**src/rtl/ticket_dispense_sched_pkg.sv**
```systemverilog
// Shared types and defaults for the ticket dispenser scheduler.
// FSM state encoding plus default count width and jam timeout.
package ticket_pkg;

  localparam int DEF_CNT_W      = 4;
  localparam int DEF_TMO_CYCLES = 1000;

  typedef enum logic [2:0] {
    ST_IDLE  = 3'd0,
    ST_ISSUE = 3'd1,
    ST_WAIT  = 3'd2,
    ST_GAP   = 3'd3,
    ST_DONE  = 3'd4,
    ST_JAM   = 3'd5
  } state_t;

endpackage

```
**src/rtl/ticket_dispense_sched_if.sv**
```systemverilog
// Channel/dispenser bundle for ticket_dispense_sched.
// master = fare channels + dispenser side, slave = scheduler.
interface ticket_dispense_sched_if
  import ticket_pkg::*;
#(
  parameter int NREQ  = 4,
  parameter int CNT_W = DEF_CNT_W
);
  logic [NREQ-1:0]         req_valid;
  logic [NREQ*CNT_W-1:0]   req_count;
  logic [NREQ-1:0]         req_ready;
  logic [NREQ-1:0]         done_pulse;
  logic                    done_abort;
  logic [$clog2(NREQ)-1:0] grant_id;
  logic                    busy;
  logic                    disp_start;
  logic                    disp_cmp;
  logic                    jam;
  logic                    jam_clr;

  modport master (
    output req_valid, req_count, disp_cmp, jam_clr,
    input  req_ready, done_pulse, done_abort, grant_id,
    input  busy, disp_start, jam
  );

  modport slave (
    input  req_valid, req_count, disp_cmp, jam_clr,
    output req_ready, done_pulse, done_abort, grant_id,
    output busy, disp_start, jam
  );
endinterface

```
**src/rtl/ticket_dispense_sched_rr_arbiter.sv**
```systemverilog
// Combinational round-robin pick: first request at/after the pointer.
// Returns one-hot grant, its index and an any-request flag.
module rr_arbiter #(
  parameter int NREQ = 4
) (
  input  logic [NREQ-1:0]         i_req,
  input  logic [$clog2(NREQ)-1:0] i_ptr,
  output logic [NREQ-1:0]         o_gnt,
  output logic [$clog2(NREQ)-1:0] o_idx,
  output logic                    o_any
);
  localparam int IDW = $clog2(NREQ);

  always_comb begin
    o_idx = '0;
    o_any = 1'b0;
    // walk downwards so the lowest offset from the pointer wins
    for (int k = NREQ - 1; k >= 0; k--) begin
      if (i_req[(int'(i_ptr) + k) % NREQ]) begin
        o_idx = IDW'((int'(i_ptr) + k) % NREQ);
        o_any = 1'b1;
      end
    end
    o_gnt = {{(NREQ-1){1'b0}}, o_any} << o_idx;
  end
endmodule

```
**src/rtl/ticket_dispense_sched.sv**
```systemverilog
// Round-robin job scheduler for the shared ticket dispenser.
// Define JAM_TIMEOUT_EN to enable the WAIT-state jam timeout.
module ticket_dispense_sched
  import ticket_pkg::*;
#(
  parameter int NREQ       = 4,
  parameter int CNT_W      = DEF_CNT_W,
  parameter int TMO_CYCLES = DEF_TMO_CYCLES,
  parameter int TMO_W      = 16
) (
  input logic                    clk,
  input logic                    rst,
  ticket_dispense_sched_if.slave bus
);
  localparam int IDW = $clog2(NREQ);

  state_t           r_state;
  logic [IDW-1:0]   r_ptr;
  logic [IDW-1:0]   r_id;
  logic [CNT_W-1:0] r_rem;
  logic [NREQ-1:0]  r_req_ready;
  logic [NREQ-1:0]  r_done_pulse;
  logic             r_busy;
  logic             r_disp_start;

  logic [NREQ-1:0]  w_gnt;
  logic [IDW-1:0]   w_idx;
  logic             w_any;
  logic [CNT_W-1:0] w_cnt;
  logic [IDW-1:0]   w_nxt;

  rr_arbiter #(.NREQ(NREQ)) u_arb (
    .i_req (bus.req_valid),
    .i_ptr (r_ptr),
    .o_gnt (w_gnt),
    .o_idx (w_idx),
    .o_any (w_any)
  );

  assign w_cnt = bus.req_count[w_idx*CNT_W +: CNT_W];
  assign w_nxt = (r_id == IDW'(NREQ - 1)) ? '0 : r_id + IDW'(1);

`ifdef JAM_TIMEOUT_EN
  logic [TMO_W-1:0] r_tmo;
  logic             r_abort;
  logic             r_done_abort;
  logic             r_jam;
`endif

  always_ff @(posedge clk or posedge rst) begin
    if (rst) begin
      r_state      <= ST_IDLE;
      r_ptr        <= '0;
      r_id         <= '0;
      r_rem        <= '0;
      r_req_ready  <= '0;
      r_done_pulse <= '0;
      r_busy       <= 1'b0;
      r_disp_start <= 1'b0;
`ifdef JAM_TIMEOUT_EN
      r_tmo        <= '0;
      r_abort      <= 1'b0;
      r_done_abort <= 1'b0;
      r_jam        <= 1'b0;
`endif
    end else begin
      r_req_ready  <= '0;
      r_done_pulse <= '0;
      r_disp_start <= 1'b0;
`ifdef JAM_TIMEOUT_EN
      r_done_abort <= 1'b0;
`endif
      unique case (r_state)
        ST_IDLE: begin
          if (w_any) begin
            r_id        <= w_idx;
            r_rem       <= w_cnt;
            r_req_ready <= w_gnt;
            r_busy      <= 1'b1;
`ifdef JAM_TIMEOUT_EN
            r_abort     <= 1'b0;
`endif
            r_state     <= (w_cnt == '0) ? ST_DONE : ST_ISSUE;
          end
        end
        ST_ISSUE: begin
          r_disp_start <= 1'b1;
`ifdef JAM_TIMEOUT_EN
          r_tmo        <= '0;
`endif
          r_state      <= ST_WAIT;
        end
        ST_WAIT: begin
          // completion beats a timeout landing on the same edge
          if (bus.disp_cmp) begin
            r_rem   <= r_rem - CNT_W'(1);
            r_state <= (r_rem == CNT_W'(1)) ? ST_DONE : ST_GAP;
          end
`ifdef JAM_TIMEOUT_EN
          else if (r_tmo == TMO_W'(TMO_CYCLES - 1)) begin
            r_jam   <= 1'b1;
            r_state <= ST_JAM;
          end else begin
            r_tmo <= r_tmo + TMO_W'(1);
          end
`endif
        end
        ST_GAP: begin
          r_state <= ST_ISSUE;
        end
        ST_DONE: begin
          r_done_pulse <= {{(NREQ-1){1'b0}}, 1'b1} << r_id;
`ifdef JAM_TIMEOUT_EN
          r_done_abort <= r_abort;
`endif
          r_busy       <= 1'b0;
          r_ptr        <= w_nxt;
          r_state      <= ST_IDLE;
        end
        ST_JAM: begin
`ifdef JAM_TIMEOUT_EN
          if (bus.jam_clr) begin
            r_jam   <= 1'b0;
            r_abort <= 1'b1;
            r_state <= ST_DONE;
          end
`else
          r_state <= ST_IDLE;
`endif
        end
        default: r_state <= ST_IDLE;
      endcase
    end
  end

  assign bus.req_ready  = r_req_ready;
  assign bus.done_pulse = r_done_pulse;
  assign bus.grant_id   = r_id;
  assign bus.busy       = r_busy;
  assign bus.disp_start = r_disp_start;

`ifdef JAM_TIMEOUT_EN
  assign bus.done_abort = r_done_abort;
  assign bus.jam        = r_jam;
`else
  logic w_unused;
  assign w_unused       = bus.jam_clr;
  assign bus.done_abort = 1'b0;
  assign bus.jam        = 1'b0;
`endif
endmodule

```
**src/flat_wrapper.sv**
```systemverilog
// flat-port wrapper written by rule: the top's interface ports become plain ports
module ticket_dispense_sched_flat import ticket_pkg::*;
#(
  parameter int NREQ       = 4,
  parameter int CNT_W      = DEF_CNT_W,
  parameter int TMO_CYCLES = DEF_TMO_CYCLES,
  parameter int TMO_W      = 16
)
  (clk, rst, bus_req_valid, bus_req_count, bus_disp_cmp, bus_jam_clr, bus_req_ready, bus_done_pulse, bus_done_abort, bus_grant_id, bus_busy, bus_disp_start, bus_jam);
  ticket_dispense_sched_if #(.NREQ(NREQ), .CNT_W(CNT_W)) bus_i ();
  input logic clk;
  input logic rst;
  input wire logic [$bits(bus_i.req_valid)-1:0] bus_req_valid;
  input wire logic [$bits(bus_i.req_count)-1:0] bus_req_count;
  input wire logic [$bits(bus_i.disp_cmp)-1:0] bus_disp_cmp;
  input wire logic [$bits(bus_i.jam_clr)-1:0] bus_jam_clr;
  output wire logic [$bits(bus_i.req_ready)-1:0] bus_req_ready;
  output wire logic [$bits(bus_i.done_pulse)-1:0] bus_done_pulse;
  output wire logic [$bits(bus_i.done_abort)-1:0] bus_done_abort;
  output wire logic [$bits(bus_i.grant_id)-1:0] bus_grant_id;
  output wire logic [$bits(bus_i.busy)-1:0] bus_busy;
  output wire logic [$bits(bus_i.disp_start)-1:0] bus_disp_start;
  output wire logic [$bits(bus_i.jam)-1:0] bus_jam;
  assign bus_i.req_valid = bus_req_valid;
  assign bus_i.req_count = bus_req_count;
  assign bus_i.disp_cmp = bus_disp_cmp;
  assign bus_i.jam_clr = bus_jam_clr;
  assign bus_req_ready = bus_i.req_ready;
  assign bus_done_pulse = bus_i.done_pulse;
  assign bus_done_abort = bus_i.done_abort;
  assign bus_grant_id = bus_i.grant_id;
  assign bus_busy = bus_i.busy;
  assign bus_disp_start = bus_i.disp_start;
  assign bus_jam = bus_i.jam;
  ticket_dispense_sched #(.NREQ(NREQ), .CNT_W(CNT_W), .TMO_CYCLES(TMO_CYCLES), .TMO_W(TMO_W)) u_core (.clk(clk), .rst(rst), .bus(bus_i));
endmodule
```
**config.mk**
```make
export PLATFORM = sky130hd
export DESIGN_NAME = ticket_dispense_sched_flat
export DESIGN_NICKNAME = d
export VERILOG_FILES = /design/src/rtl/ticket_dispense_sched_pkg.sv /design/src/rtl/ticket_dispense_sched_if.sv /design/src/rtl/ticket_dispense_sched_rr_arbiter.sv /design/src/rtl/ticket_dispense_sched.sv /design/src/flat_wrapper.sv
export SDC_FILE = /design/constraint.sdc
export NUM_CORES = 1
export LEC_CHECK = 0
export ABC_AREA = 1
export BUFFER_PORTS_ARGS = -buffer_cell sky130_fd_sc_hd__buf_2
export CAP_MARGIN = 5
export CORE_ASPECT_RATIO = 2
export CORE_MARGIN = 10
export CORE_UTILIZATION = 40
export DETAILED_ROUTE_END_ITERATION = 8
export HOLD_SLACK_MARGIN = 0.06
export PLACE_DENSITY = 0.7
export SYNTH_ARGS = -nofsm -noshare
export SYNTH_HDL_FRONTEND = slang
export SYNTH_HIERARCHICAL = 1
export SYNTH_SLANG_ARGS = --single-unit
```
**constraint.sdc**
```tcl
create_clock -name clk -period 5.28 [get_ports clk]
set_clock_uncertainty 0.15 [all_clocks]
set_input_delay 0.792 -clock clk [delete_from_list [all_inputs] [get_ports clk]]
set_output_delay 0.792 -clock clk [all_outputs]
set_load 0.005 [all_outputs]
```
==> impl_metrics.csv <==
group,metric,value,unit
status,status,"complete, no violations",
worst_setup_path,critPathArrivalTime,2440,ps
hold_path,hp-class,"reg -> reg",
global_route,grt_pass1_vias,1310,
power,peakVddDrop,0.321,mV
routing,via_count,1291,
routing,drc_errors,0,
die,boundaryPins,38,
sta,finalSetupViolations,0,
sta,fin_crit_sh,0.464,
cts,tritoncts,"done",
die,start_util,0.413,
worst_setup_path,worst_r2r_path_depth,15,
routing,wl,2.99,mm
placement,post-dp-hpwl,2.60,mm
synthesis,synth_area,0.00141,mm²
die,die_width,62,µm
sta,finalHoldViolCount,0,
die,die-area,0.00645,mm²
synthesis,synthArstFlopShare,1.00,
run,maxCapViolCount,0,
placement,io_buffers,34,
routing,routed_via_density,4.61,
hold_path,hold_end,"u_core/bus.busy",
synthesis,synth.top_cells.by_area,"dfrtp_1, nand2_1, inv_1",
worst_setup_path,crit_chain,"inv_1, nand2_1, nand2_1, nand2_1, nand3_2, nand2_2, nand2_2, nand2_2, inv_4, nand2_1, nand3_1, nand2_1, nand2_1, o21ai_0, a21oi_1",
cts,clockRootBuffer,"clkbuf_8",
placement,postPlaceCellArea,0.00161,mm²
sta,max_freq,0.408,GHz
synthesis,avgSynthCellArea,7.16,µm²
final_layout,num_antenna_cells,0,
worst_setup_path,cp_common_cell,"nand2_1",
worst_setup_path,r2r-end,"u_core/r_state[0]",
sta,max-slew-margin-rel,0.474,
worst_setup_path,worstPathRequired,5260,ps
die,die_h,104,µm
synthesis,syn_inst,197,
synthesis,synth_seq_cells,21,
cts,cts_hold_buf,0,
synthesis,yosysTopAreaCell,"dfrtp_1",
global_route,grt_pass1_wl,5.32,mm
global_route,antenna_found_initial,0,
sta,layout_min_cycle_time,2450,ps
synthesis,ys.flop_type,"dfrtp_1",
worst_setup_path,critPathKind,"reg -> reg",
synthesis,yosys_warnings,6,
synthesis,synth_most_common_cell,"nand2_1",
final_layout,syn_to_final_growth,17.4,%
worst_setup_path,crit_path_max_fanout,14,
synthesis,synthTopCellsByCount,"nand2_1, inv_1, dfrtp_1",
final_layout,drive_above_1_share,0.263,
worst_setup_path,timing.reg2reg.setup_slack,2830,ps
synthesis,seq_area_frac_synth,0.372,
power,p_leak,0.000931,µW
cts,clkLatencyLatePin,260,ps
worst_setup_path,slowest_stage,"dfrtp_1",
final_layout,final_area,0.00166,mm²
synthesis,synth_top_area_frac,0.372,
worst_setup_path,end_kind,"flop",
routing,first_pass_iters,4,
hold_path,hold_path_depth,2,
routing,drtIter0Drc,21,
power,p_per_area,570,mW/mm²
sta,slew_violations,0,
routing,ant_nets,0,
sta,setup_tns,0,ps
cts,cts_buffer_depth,2,
die,row_count,30,
global_route,grt.overflow.total,0,
cts,cts.repair.resized,0,
worst_setup_path,critPathLaunchType,"flop",
sta,tightest_slew,788,ps
worst_setup_path,crit_start,"u_core/r_ptr[0]",
worst_setup_path,r2r-start,"u_core/r_ptr[0]",
cts,numCtsBuffers,3,
die,core,0.00342,mm²
hold_path,hp-start,"u_core/bus.busy",
global_route,grt_max_degree,22,
placement,place.gp.congestion,0.785,
cts,clkTransAtPathRegs,70,ps
final_layout,nNetsFinal,263,
cts,cts_setup_buffers,0,
routing,wl_per_cell,10.7,µm
sta,timing.hold.ws,338,ps
cts,cts_sinks,21,
cts,htree_levels,1,
synthesis,synth_edf_count,0,
sta,rsz0062_at_grt,"false",
global_route,grt_usage,0.103,
worst_setup_path,critPathMaxStageDelay,650,ps
synthesis,synth_cell_types,24,
-- metrics by stage --
stage / power [µW] / worst slack (ps) / utilization / instances
6_report: 945 / 2830 / 0.485 / 280
5_1_grt: 1070 / 2560 / 0.485 / 280
4_1_cts: 962 / 2810 / 0.485 / 280
3_5_place_dp: 859 / 2580 / 0.472 / 276
3_3_place_gp: 844 / 2610 / 0.472 / 276
2_1_floorplan: 731 / 2920 / - / 198
-- flip-flops by register name, indices dropped and copies added, names as in the netlist --
register and cells:
u_core/bus.busy 1, u_core/bus.disp_start 1, u_core/bus.done_pulse 4, u_core/bus.grant_id 2
u_core/bus.req_ready 4, u_core/r_ptr 2, u_core/r_rem 4, u_core/r_state 3
-- power by group --
part / total (µW) / internal, µW / switching, µW / leakage [µW]
clock network: 103 / 53.6 / 48.9 / 0.0000228
logic: 578 / 202 / 375 / 0.000637
registers: 265 / 216 / 48.9 / 0.000271
-- cell families (layout without fill, tap and decap cells) --
kind of cell | after synthesis | count (layout) | synth area share
adder cells (fa/ha/maj) | 6 | 6 | 0.0532
buffers and inverters | 32 | 66 | 0.100
XOR/XNOR | 1 | 1 | 0.00621
AND/OR/NAND/NOR | 115 | 115 | 0.366
AO/OA/AOI/OAI | 21 | 21 | 0.0993
flip-flops | 21 | 21 | 0.372
other | 1 | 2 | 0.00266
-- how the worst max path moves through the flow --
stage	slack, ps	to	cells past startpoint
2_1_floorplan	2920	u_core/r_state[0]	16
3_3_place_gp	2610	u_core/r_state[0]	16
3_5_place_dp	2580	u_core/r_state[0]	16
4_1_cts	2810	u_core/r_state[0]	15
5_1_grt	2560	u_core/r_state[0]	14
6_report	2830	u_core/r_state[0]	15
-- worst max-delay path: cells and delay by family, from the launching register on --
family	cells	cell delay, ps
and+or+nand+nor	11	1040
DFF	1	650
buffers and inverters	2	250
AOI/OAI and AO/OA	2	250
-- metal layers --
metal / routed length (µm) / global-route usage / up-vias
met3: 138 / 0.0220 / 6
met4: 70 / 0.0466 / 0
met2: 1620 / 0.188 / 28
met5: 0 / 0 / -
met1: 1170 / 0.101 / 579
li1: - / - / 678
-- cells in the final DEF, fill, tap and decap left out --
master,Yosys,routed
a21oi_1,3,3
buf_2,0,34
clkbuf_1,0,1
clkbuf_8,0,3
conb_1,1,2
dfrtp_1,21,21
ha_1,6,6
inv_1,25,25
inv_2,2,2
inv_4,1,1
nand2_1,65,65
nand2_2,11,11
nand2_4,1,1
nand3_1,15,15
nand3_2,4,4
nor2_1,16,16
nor2_2,1,1
nor3_1,1,1
o211ai_1,4,4
o21ai_0,9,9
o21ai_2,3,3
o21ai_4,1,1
o31ai_1,1,1
or2_0,1,1
xor2_1,1,1
-- area by class of cell --
cell class,count,area [µm²]
Sequential cell,21,526
Multi-Input combinational cell,145,748
Inverter,28,108
Timing Repair Buffer,34,170
Tap cell,48,60.1
Clock buffer,4,45.0
Fill cell,369,1760
No activity file was read; power rests on OpenSTA's default activity.
